<file path="src/rtl/controle_pkg.sv">
// Shared definitions for the multi-cycle control unit: opcodes, timestep states and ALU codes.
package controle_pkg;

    typedef enum logic [1:0] {
        T0 = 2'd0,
        T1 = 2'd1,
        T2 = 2'd2,
        T3 = 2'd3
    } state_t;

    localparam logic [3:0] OP_MV   = 4'b0000;
    localparam logic [3:0] OP_MVI  = 4'b0001;
    localparam logic [3:0] OP_ADD  = 4'b0010;
    localparam logic [3:0] OP_SUB  = 4'b0011;
    localparam logic [3:0] OP_LD   = 4'b0100;
    localparam logic [3:0] OP_ST   = 4'b0101;
    localparam logic [3:0] OP_MVNZ = 4'b0110;
    localparam logic [3:0] OP_SLT  = 4'b0111;

    localparam logic [1:0] ALU_ADD = 2'b00;
    localparam logic [1:0] ALU_SUB = 2'b01;
    localparam logic [1:0] ALU_SLT = 2'b10;

endpackage

</file>
<file path="src/rtl/dec_onehot.sv">
// Binary-to-one-hot register select decoder; all outputs low when not enabled.
module dec_onehot #(
    parameter int RW   = 3,
    parameter int NREG = 8
) (
    input  logic            en,
    input  logic [RW-1:0]   sel,
    output logic [NREG-1:0] onehot
);

    always_comb begin
        onehot = '0;
        if (en)
            onehot[sel] = 1'b1;
    end

endmodule

</file>
<file path="src/rtl/controle_multiciclo.sv">
// Multi-cycle control unit: latches {op,X,Y} in T0 and sequences it over T1..T3.
// Memory wait states (LD in T2, ST in T3 held until mem_ack) enabled by `define CONTROLE_MEM_WAIT_EN.
module controle_multiciclo
    import controle_pkg::*;
#(
    parameter int NREG = 8,
    parameter int OPW  = 4,
    localparam int RW  = $clog2(NREG),
    localparam int IRW = OPW + 2*RW
) (
    input  logic            clock,
    input  logic            resetn,
    input  logic            run,
    input  logic [IRW-1:0]  ir,
    input  logic            zero,
    input  logic            mem_ack,
    output logic [NREG-1:0] r_in,
    output logic [NREG-1:0] r_out,
    output logic            a_in,
    output logic            g_in,
    output logic            g_out,
    output logic            din_out,
    output logic [1:0]      alu_op,
    output logic            addr_in,
    output logic            dout_in,
    output logic            wren,
    output logic            done,
    output logic            illegal
);

    state_t          state, next_state;
    logic [IRW-1:0]  ir_q;
    logic [OPW-1:0]  op;
    logic [RW-1:0]   x, y;
    logic            rin_en, rout_en;
    logic [RW-1:0]   rin_sel, rout_sel;
    logic            ack;

    assign op = ir_q[IRW-1 -: OPW];
    assign x  = ir_q[2*RW-1 -: RW];
    assign y  = ir_q[RW-1:0];

`ifdef CONTROLE_MEM_WAIT_EN
    assign ack = mem_ack;
`else
    logic unused_mem_ack;
    assign unused_mem_ack = mem_ack;
    assign ack = 1'b1;
`endif

    // The instruction is only captured when an idle T0 sees run; later ir changes are ignored.
    always_ff @(posedge clock or negedge resetn) begin
        if (!resetn) begin
            state <= T0;
            ir_q  <= '0;
        end else begin
            state <= next_state;
            if (state == T0 && run)
                ir_q <= ir;
        end
    end

    always_comb begin
        next_state = state;
        rin_en     = 1'b0;
        rout_en    = 1'b0;
        rin_sel    = '0;
        rout_sel   = '0;
        a_in       = 1'b0;
        g_in       = 1'b0;
        g_out      = 1'b0;
        din_out    = 1'b0;
        alu_op     = ALU_ADD;
        addr_in    = 1'b0;
        dout_in    = 1'b0;
        wren       = 1'b0;
        done       = 1'b0;
        illegal    = 1'b0;

        case (state)
            T0: begin
                if (run)
                    next_state = T1;
            end

            T1: begin
                case (op)
                    OPW'(OP_MV): begin
                        rout_en    = 1'b1;
                        rout_sel   = y;
                        rin_en     = 1'b1;
                        rin_sel    = x;
                        done       = 1'b1;
                        next_state = T0;
                    end
                    OPW'(OP_MVI): begin
                        din_out    = 1'b1;
                        rin_en     = 1'b1;
                        rin_sel    = x;
                        done       = 1'b1;
                        next_state = T0;
                    end
                    OPW'(OP_ADD), OPW'(OP_SUB), OPW'(OP_SLT): begin
                        rout_en    = 1'b1;
                        rout_sel   = x;
                        a_in       = 1'b1;
                        next_state = T2;
                    end
                    OPW'(OP_LD), OPW'(OP_ST): begin
                        rout_en    = 1'b1;
                        rout_sel   = y;
                        addr_in    = 1'b1;
                        next_state = T2;
                    end
                    OPW'(OP_MVNZ): begin
                        rout_en    = !zero;
                        rout_sel   = y;
                        rin_en     = !zero;
                        rin_sel    = x;
                        done       = 1'b1;
                        next_state = T0;
                    end
                    default: begin
                        done       = 1'b1;
                        illegal    = 1'b1;
                        next_state = T0;
                    end
                endcase
            end

            T2: begin
                case (op)
                    OPW'(OP_ADD), OPW'(OP_SUB), OPW'(OP_SLT): begin
                        rout_en    = 1'b1;
                        rout_sel   = y;
                        g_in       = 1'b1;
                        if (op == OPW'(OP_SUB))
                            alu_op = ALU_SUB;
                        else if (op == OPW'(OP_SLT))
                            alu_op = ALU_SLT;
                        next_state = T3;
                    end
                    OPW'(OP_LD): begin
                        if (ack)
                            next_state = T3;
                    end
                    OPW'(OP_ST): begin
                        rout_en    = 1'b1;
                        rout_sel   = x;
                        dout_in    = 1'b1;
                        next_state = T3;
                    end
                    default: next_state = T0;
                endcase
            end

            T3: begin
                case (op)
                    OPW'(OP_ADD), OPW'(OP_SUB), OPW'(OP_SLT): begin
                        g_out      = 1'b1;
                        rin_en     = 1'b1;
                        rin_sel    = x;
                        done       = 1'b1;
                        next_state = T0;
                    end
                    OPW'(OP_LD): begin
                        din_out    = 1'b1;
                        rin_en     = 1'b1;
                        rin_sel    = x;
                        done       = 1'b1;
                        next_state = T0;
                    end
                    // The store write strobe stays up until memory acknowledges it.
                    OPW'(OP_ST): begin
                        wren = 1'b1;
                        done = ack;
                        if (ack)
                            next_state = T0;
                    end
                    default: next_state = T0;
                endcase
            end

            default: next_state = T0;
        endcase
    end

    dec_onehot #(.RW(RW), .NREG(NREG)) u_dec_rin (
        .en     (rin_en),
        .sel    (rin_sel),
        .onehot (r_in)
    );

    dec_onehot #(.RW(RW), .NREG(NREG)) u_dec_rout (
        .en     (rout_en),
        .sel    (rout_sel),
        .onehot (r_out)
    );

endmodule

</file>
<file path="config.mk">
export PLATFORM = sky130hd
export DESIGN_NAME = controle_multiciclo
export DESIGN_NICKNAME = d
export VERILOG_FILES = /design/src/rtl/controle_pkg.sv /design/src/rtl/dec_onehot.sv /design/src/rtl/controle_multiciclo.sv
export SDC_FILE = /design/constraint.sdc
export NUM_CORES = 1
export LEC_CHECK = 0
export BUFFER_PORTS_ARGS = -buffer_cell sky130_fd_sc_hd__buf_2
export CELL_PAD_IN_SITES_DETAIL_PLACEMENT = 1
export CELL_PAD_IN_SITES_GLOBAL_PLACEMENT = 1
export CORE_ASPECT_RATIO = 0.9
export CORE_MARGIN = 5
export CORE_UTILIZATION = 35
export DETAILED_ROUTE_END_ITERATION = 10
export GPL_TIMING_DRIVEN = 0
export PLACE_DENSITY_LB_ADDON = 0.1
export RECOVER_POWER = 100
export SYNTH_ARGS = -nofsm -noshare
export SYNTH_HDL_FRONTEND = slang
export SYNTH_SLANG_ARGS = --single-unit
</file>
<file path="constraint.sdc">
create_clock -name clock -period 2.35 [get_ports clock]
set_clock_uncertainty 0.1 [all_clocks]
set_input_delay 0.47 -clock clock [delete_from_list [all_inputs] [get_ports clock]]
set_output_delay 0.47 -clock clock [all_outputs]
set_load 0.02 [all_outputs]
</file>
==> results of run 1 <==
==> cell families after synthesis <==
family	synth area share
buffers and inverters	0.0548
muxes	0.111
AOI/OAI and AO/OA	0.180
and+or+nand+nor	0.330
DFF	0.268
adders and majority gates	0.0559
==> path summary, 6_finish.rpt <==
| kind | start | end | slack [ns] | depth (start not counted) |
|---|---|---|---|---|
| min in group asynchronous | resetn | ir_q[4]$_DFFE_PN0P_ | 0.64 | 2 |
| worst min register to register | ir_q[0]$_DFFE_PN0P_ | ir_q[0]$_DFFE_PN0P_ | 0.46 | 1 |
| worst max register to register | state[0]$_DFFE_PN0P_ | ir_q[2]$_DFFE_PN0P_ | 0.41 | 7 |
| max in group asynchronous | resetn | state[0]$_DFFE_PN0P_ | 1.07 | 2 |
| worst max-delay path | state[1]$_DFFE_PN0P_ | r_out[2] | -0.45 | 9 |
| worst min-delay path | ir[5] | ir_q[5]$_DFFE_PN0P_ | 0.34 | 2 |
==> layer usage <==
layer,global-route usage,part of all wire,vias to the layer above
met1,0.230,0.41,639
met5,0,0,-
met4,0.0732,0.012,0
li1,-,-,616
met2,0.352,0.53,43
met3,0.0254,0.046,8
==> state kept, by name (all words and copies together) (netlist names) <==
register	flops
ir_q	10
state	2
==> power by group through the flow <==
stage	logic [W]	clock network [W]	registers, W
after floorplan	0.00105	0	0.000405
after global placement	0.00125	0	0.000447
after detailed placement	0.00131	0	0.000462
after CTS	0.00168	0.000126	0.000466
after global routing	0.00211	0.000137	0.000523
final	0.00200	0.000116	0.000508
==> through the flow <==
stage               setup TNS [ns]  instance area [sq um]  hold WS [ns]  power (W)  instances
finish                       -5.32                   2010         0.338    0.00262        239
global route                 -7.15                   2010         0.328    0.00277        239
CTS                          -5.07                   1860         0.326    0.00227        234
detailed placement           -2.57                   1530         0.262    0.00177        215
global placement             -1.82                   1530         0.252    0.00170        215
floorplan                 -0.00513                   1280        0.0744    0.00145        133
==> what timing repair did <==
action / CTS / global route
hold endpoints to repair: 12 / 0
setup endpoints to repair: 17 / 17
pin swaps: 22 / 14
gates cloned: 1 / 0
gates resized for setup: 52 / 23
hold buffers: 1 / 0
setup buffers: 14 / 5
==> cells in the final DEF (no fill, tap or decap), types with 2 or more instances in the layout <==
cell type	count
buf_4	25
buf_2	24
buf_6	13
nor2_1	13
mux2_2	11
dfrtp_1	8
nand3_2	4
inv_1	4
a21oi_2	4
o211ai_1	4
dfrtp_2	4
a21oi_4	3
nor2_4	3
nand2_2	3
nor3b_1	3
nor3_1	3
nand2_1	3
nor3_2	3
a31oi_4	3
ha_4	3
clkbuf_4	3
inv_2	2
inv_4	2
nand3_4	2
and2b_2	2
and2b_1	2
nor2_2	2
nand2b_1	2
nor2b_1	2
nor4b_4	2
and3b_2	2
nor3_4	2
a21oi_1	2
and2_1	2
ha_1	2
==> layout make-up <==
class	count	area, sq um
buffer	4	47.5
clock buffer	3	22.5
fill	345	1060
inverter	8	35.0
multi-input combinational	109	1110
sequential	12	305
tap	42	52.6
timing repair buffer	61	434
==> results.ini, run 1 <==
[pwr]
pwr-share-comb = 0.762
switching_share = 0.512
p_seq_frac = 0.194
power.net_switching_w = 0.00134
p_int_w = 0.00128
p_leak_nw = 0.827
p_clk_frac = 0.044
ir_worst_vdd_v = 0.000903
power_density_nw_per_um2 = 1310

[floorplan]
dieArea_sq_um = 4430
num_io_pins = 42
die_y_microns = 63.6
core_sq_um = 3070
die_x_microns = 69.6
initial_utilization = 0.365
rows = 19

[grt]
grt_pass1_wl_microns = 7000
grt_usage = 0.194
grt_overflow_total = 0
antenna_found_initial = 0
grt_max_degree = 13
grt_pass1_vias = 1408

[setup_path]
critPathSlowestCell = dfrtp_2
max_stage_delay_ns = 0.44
path_common_cell = buf_6
start_kind = flip-flop
worst-path-buf-inv = 4
cp.arrival_ns = 2.23
cp_cell_sequence = inv_2 > ha_4 > buf_6 > a21oi_4 > buf_4 > or3_4 > o32a_1 > nor3_4 > buf_6
crit_family = simple AND/OR/NAND/NOR gates
cp.required_ns = 1.78
cp_max_fo = 4
crit_path_end_kind = primary output
timing_worst_setup_path_type = flip-flop to primary output

[cts]
clock_path_buffers = 2
clkTransAtPathRegs_ns = 0.06
tritoncts.num_buffers = 3
h-tree-depth = 1
worstSkewPairLatency_ns = 0.26
cts_tree = done
clockRootBuffer = clkbuf_4
cts_sinks = 12

[finish]
nets = 219
n_antenna_cell = 0
fin_util = 0.656
areaGrowthSynthToFinish_pct = 79.8
drive_above_1_share = 0.695

[route]
vias = 1306
wl_microns = 4720
drt-wirelength-per-cell_microns = 19.8
drt_iter0_drc = 33
remaining_drc_errors = 0
vias_per_cell = 5.46
antenna_left = 0
detail_route.first_pass.iterations = 3

[timing]
clock.fmax_mhz = 357
setup_violations = 16
min_period_ns = 2.80
timing.final.ws_setup_ns = -0.453
rsz0062_at_grt = true
maxSlewHeadroom = 0.576
slew_violations = 0
worstMarginPinSlew_ns = 0.636
hold_viol_final = 0
post-route-period-util = 1.19

[logic_synthesis]
ys_seq_elements = 12
synth_area_sq_um = 1120
synthTopCellsByArea = dfrtp_1, mux2_2, nor2_1
synth-seq-area-share = 0.268
synth-edff-count = 0
yosys-top-cells-count = nor2_1, dfrtp_1, mux2_2
synth_fp_nets = 153
synth_ff_type = dfrtp_1
yosysTopAreaCell = dfrtp_1
synth.top_cell.area_share = 0.268
synth_most_common_cell = nor2_1
synthArstFlopShare = 1.00
syn_avg_cell_area_sq_um = 8.41
syn-instance-count = 133
synth_warnings = 0
synth.distinct_cells = 43

[placed_design]
place_ws_ns = -0.317
portBuffers = 40
dp_hpwl_microns = 2910
gp_congestion = 0.864

[status]
status = finished, violations left
violations = setup timing

[hold_path]
hold_class = input pin to flip-flop

[run]
max-cap-violations = 0

Power figures use the tool's default switching activity.
==> run 2: changes to the inputs <==
- CORE_UTILIZATION: 35 -> 38
- TNS_END_PERCENT: default -> 20
- clock period: 2.35 -> 3.4 ns (I/O delays scaled with it)
==> run 2 against run 1 <==
Net effect:
- the run now ends clean
- cell area decreased by 31%
- count of clock-buffer cells in the layout increased by 1
- flip-flop and latch count unchanged
- die area decreased by 6.7%
- critical path type unchanged
- highest routed layer unchanged
==> results.ini, run 2 (synthesis gave the netlist of run 1 again) <==
[cts]
worstSkewPairLatency_ns = 0.27
cts_sinks = 12
cts_tree = done
h-tree-depth = 1
clockRootBuffer = clkbuf_4
clkTransAtPathRegs_ns = 0.08
clock_path_buffers = 2
tritoncts.num_buffers = 3

[route]
drt-wirelength-per-cell_microns = 14.7
antenna_left = 0
remaining_drc_errors = 0
wl_microns = 3190
vias = 1128
drt_iter0_drc = 45
detail_route.first_pass.iterations = 4
vias_per_cell = 5.20

[timing]
slew_violations = 0
rsz0062_at_grt = false
timing.final.ws_setup_ns = 0.152
maxSlewHeadroom = 0.579
setup_violations = 0
hold_viol_final = 0
post-route-period-util = 0.955
worstMarginPinSlew_ns = 0.632
min_period_ns = 3.25
setup_tns_ns = 0
clock.fmax_mhz = 308

[pwr]
p_clk_frac = 0.093
power_density_nw_per_um2 = 861
ir_worst_vdd_v = 0.000393
power.net_switching_w = 0.000596
p_int_w = 0.000598
switching_share = 0.499
power_w = 0.00119
p_leak_nw = 0.598
pwr-share-comb = 0.656
p_seq_frac = 0.251

[floorplan]
core_sq_um = 2790
dieArea_sq_um = 4130
die_y_microns = 61.5
rows = 18
num_io_pins = 42
initial_utilization = 0.401
die_x_microns = 67.2

[grt]
grt_max_degree = 13
grt_pass1_wl_microns = 5220
grt_pass1_vias = 1151
grt_usage = 0.164
antenna_found_initial = 0
grt_overflow_total = 0

[setup_path]
cp.arrival_ns = 2.47
timing_worst_setup_path_type = flip-flop to primary output
crit_path_end_kind = primary output
start_kind = flip-flop
cp_max_fo = 7
cp.required_ns = 2.62

[placed_design]
place_inst = 213
portBuffers = 40
dp_hpwl_microns = 2630
place_ws_ns = 0.339
gp_congestion = 0.870

[run]
max-cap-violations = 0

[finish]
fin_util = 0.497
largest-register = ir_q
areaGrowthSynthToFinish_pct = 24.0
drive_above_1_share = 0.305
final_cells = 217
final_cell_mix = clkbuf_1, nor2_1, buf_2
largest_register_ffs = 10
top_regs = ir_q x10, state x2
n_antenna_cell = 0
nets = 198

[hold_path]
hold_class = input pin to async pin

[status]
status = finished, final reports clean

-- run 2: cell types whose count changed in the layout (fill, tap and decap cells not counted), moves of 4 or more --
cell	before	now
clkbuf_1	1	18
nand3_1	0	6
buf_4	25	0
nand3_2	4	0
buf_6	13	0
buf_2	24	17
a21oi_2	4	0
dfrtp_1	8	12
nor2_1	13	18
dfrtp_2	4	0
nor3_1	3	8
clkbuf_2	0	8
a21oi_1	2	8
inv_1	4	8
-- run 2: routing by layer --
metal,global-route usage,part of all wire,vias up
li1,-,-,565
met1,0.211,0.45,532
met2,0.283,0.48,27
met3,0.0219,0.052,4
met4,0.0607,0.010,0
met5,0,0,-
-- run 2: path summary, 6_finish.rpt --
| path | from | endpoint | slack [ns] | cells after the start |
|---|---|---|---|---|
| max reg2reg | ir_q[8]$_DFFE_PN0P_ | state[0]$_DFFE_PN0P_ | 1.63 | 5 |
| min in group clock | ir_q[0]$_DFFE_PN0P_ | ir_q[0]$_DFFE_PN0P_ | 0.42 | 1 |
| min | resetn | ir_q[1]$_DFFE_PN0P_ | 0.29 | 1 |
| min reg2reg | ir_q[0]$_DFFE_PN0P_ | ir_q[0]$_DFFE_PN0P_ | 0.42 | 1 |
| max in group asynchronous | resetn | ir_q[2]$_DFFE_PN0P_ | 2.49 | 1 |
| max | state[0]$_DFFE_PN0P_ | r_out[7] | 0.15 | 8 |
-- run 2: area by class of cell --
cell class	instances	area (sq um)
Timing Repair Buffer	40	179
Inverter	8	30.0
Clock buffer	4	36.3
Buffer	4	21.3
Multi-Input combinational cell	109	771
Sequential cell	12	300
Tap cell	40	50.0
Fill cell	364	1410
-- run 2: repair_timing --
action,in CTS,in global routing
hold buffers,0,0
buffers inserted,0,0
setup endpoints to repair,0,10
gates resized for setup,0,4
-- run 2: worst max-delay path: stages (launching register included) --
cell	delay (ns)
dfrtp_1	0.41
inv_1	0.13
ha_1	0.33
nor2b_1	0.08
o21a_2	0.23
nor4b_2	0.39
o221ai_1	0.22
a21oi_1	0.20
clkbuf_2	0.19
-- run 2: power by group through the flow --
stage / clock, W / sequential (W) / combinational (W)
after floorplan: 0 / 0.000269 / 0.000611
after global placement: 0 / 0.000296 / 0.000749
after detailed placement: 0 / 0.000301 / 0.000784
after CTS: 0.000116 / 0.000298 / 0.000786
after global routing: 0.000128 / 0.000313 / 0.000866
final: 0.000111 / 0.000300 / 0.000784
-- run 2: per-stage QoR --
stage	hold WS, ns	area, sq um
finish	0.293	1390
global route	0.325	1390
CTS	0.166	1410
detailed placement	0.413	1370
global placement	0.393	1370
floorplan	0.284	1120
==> run 3: changes to the inputs <==
- REMOVE_ABC_BUFFERS: default -> 1
==> run 3 against run 2 <==
Net effect:
- worst setup slack improved by 0.013 ns
- die area stayed put
- routed wire length is 3.3% lower
- worst hold slack improved by 0.0062 ns
- global-route usage shrank 0.65 points
- combinational power fell by 9.3%
- critical path type unchanged
==> results.ini, run 3 (synthesis gave the netlist of run 1 again) <==
[cts]
worstSkewPairLatency_ns = 0.26
h-tree-depth = 1
tritoncts.num_buffers = 3
clockRootBuffer = clkbuf_4
cts_sinks = 12
clock_path_buffers = 2
cts_tree = done
clkTransAtPathRegs_ns = 0.06
cts_hold_buf = 0

[finish]
final_common_cell = clkbuf_1
regArea_sq_um = 300
largest_register_ffs = 10
drive_above_1_share = 0.297
areaGrowthSynthToFinish_pct = 21.9
largest-register = ir_q
final_cell_mix = clkbuf_1, nor2_1, buf_2
multiInputGateArea_sq_um = 785
final_cells = 212
n_antenna_cell = 0
top_regs = ir_q x10, state x2
nets = 194
fillers = 384

[status]
status = finished, final reports clean

[timing]
slew_violations = 0
timing.final.ws_setup_ns = 0.165
setup_tns_ns = 0
rsz0062_at_grt = false
min_period_ns = 3.24
maxSlewHeadroom = 0.597
clock.fmax_mhz = 309
setup_violations = 0
worstMarginPinSlew_ns = 0.604
post-route-period-util = 0.952
hold_viol_final = 0

[placed_design]
place_ws_ns = 0.310
place_inst = 209
portBuffers = 40
dp_hpwl_microns = 2530
gp_congestion = 0.832

[setup_path]
crit_family = compound AO/OA/AOI/OAI gates
cp.arrival_ns = 2.46
start_kind = flip-flop
max_stage_delay_ns = 0.43
cp.required_ns = 2.62
worst-path-buf-inv = 2
critPathSlowestCell = dfrtp_1
timing_worst_setup_path_type = flip-flop to primary output
crit_path_end_kind = primary output
cp_max_fo = 7
cp_cell_sequence = inv_1 > ha_2 > nor2b_1 > o21a_2 > nor4b_2 > o221ai_1 > a21oi_1 > clkbuf_2

[route]
detail_route.first_pass.iterations = 3
drt_iter0_drc = 39
antenna_left = 0
remaining_drc_errors = 0
vias_per_cell = 5.21
drt-wirelength-per-cell_microns = 14.6
wl_microns = 3090
vias = 1105

[floorplan]
core_sq_um = 2790
die_x_microns = 67.2
dieArea_sq_um = 4130
num_io_pins = 42
die_y_microns = 61.5
initial_utilization = 0.401
rows = 18

[grt]
grt_overflow_total = 0
grt_max_degree = 18
grt_usage = 0.158
grt_pass1_vias = 1165
grt_pass1_wl_microns = 5180
antenna_found_initial = 0

[run]
max-cap-violations = 0

[hold_path]
hold_class = input pin to async pin

[pwr]
p_leak_nw = 0.566
power_w = 0.00114
ir_worst_vdd_v = 0.000401
power_density_nw_per_um2 = 839

run 3: stage by stage:
stage                     hold WS (ns)   util  cell area, sq um
after floorplan                  0.284      -              1090
after global placement           0.392  0.479              1340
after detailed placement         0.412  0.479              1340
after CTS                        0.180  0.487              1360
after global routing             0.338  0.488              1360
final                            0.300  0.488              1360
run 3: area by class of cell:
| type | count | share of cell area |
|---|---|---|
| multi-input cells | 109 | 0.575 |
| flip-flops and latches | 12 | 0.220 |
| repair buffers | 40 | 0.129 |
| well taps | 40 | 0.0367 |
| inverters | 8 | 0.0220 |
| clock buffers | 3 | 0.0165 |
run 3: timing repair:
| item | in CTS | in global routing |
|---|---|---|
| setup endpoints to repair | 0 | 8 |
| resized for setup | 0 | 6 |
| buffers inserted | 0 | 0 |
run 3: worst paths after layout:
kind | start | to | slack (ns) | cells after the start
setup / recovery | state[0]$_DFFE_PN0P_ | r_out[7] | 0.16 | 8
min in group clock | ir_q[0]$_DFFE_PN0P_ | ir_q[0]$_DFFE_PN0P_ | 0.42 | 1
hold / removal | resetn | ir_q[3]$_DFFE_PN0P_ | 0.30 | 1
hold reg to reg | ir_q[0]$_DFFE_PN0P_ | ir_q[0]$_DFFE_PN0P_ | 0.42 | 1
max in group asynchronous | resetn | state[1]$_DFFE_PN0P_ | 2.51 | 1
setup reg to reg | state[0]$_DFFE_PN0P_ | ir_q[0]$_DFFE_PN0P_ | 1.69 | 4
run 3: layer usage:
metal  share of wire  track usage  wire, microns  vias up
met5               0            0              0        -
met4          0.0039       0.0434             12        0
met3           0.048      0.00912            148        2
met2            0.48        0.293           1480       23
met1            0.47        0.199           1450      523
li1                -            -              -      557
run 3: where the power goes:
group / internal (W) / total (W) / switching [W]
combinational: 0.000313 / 0.000711 / 0.000398
clock: 0.0000408 / 0.0000790 / 0.0000383
sequential: 0.000212 / 0.000354 / 0.000142
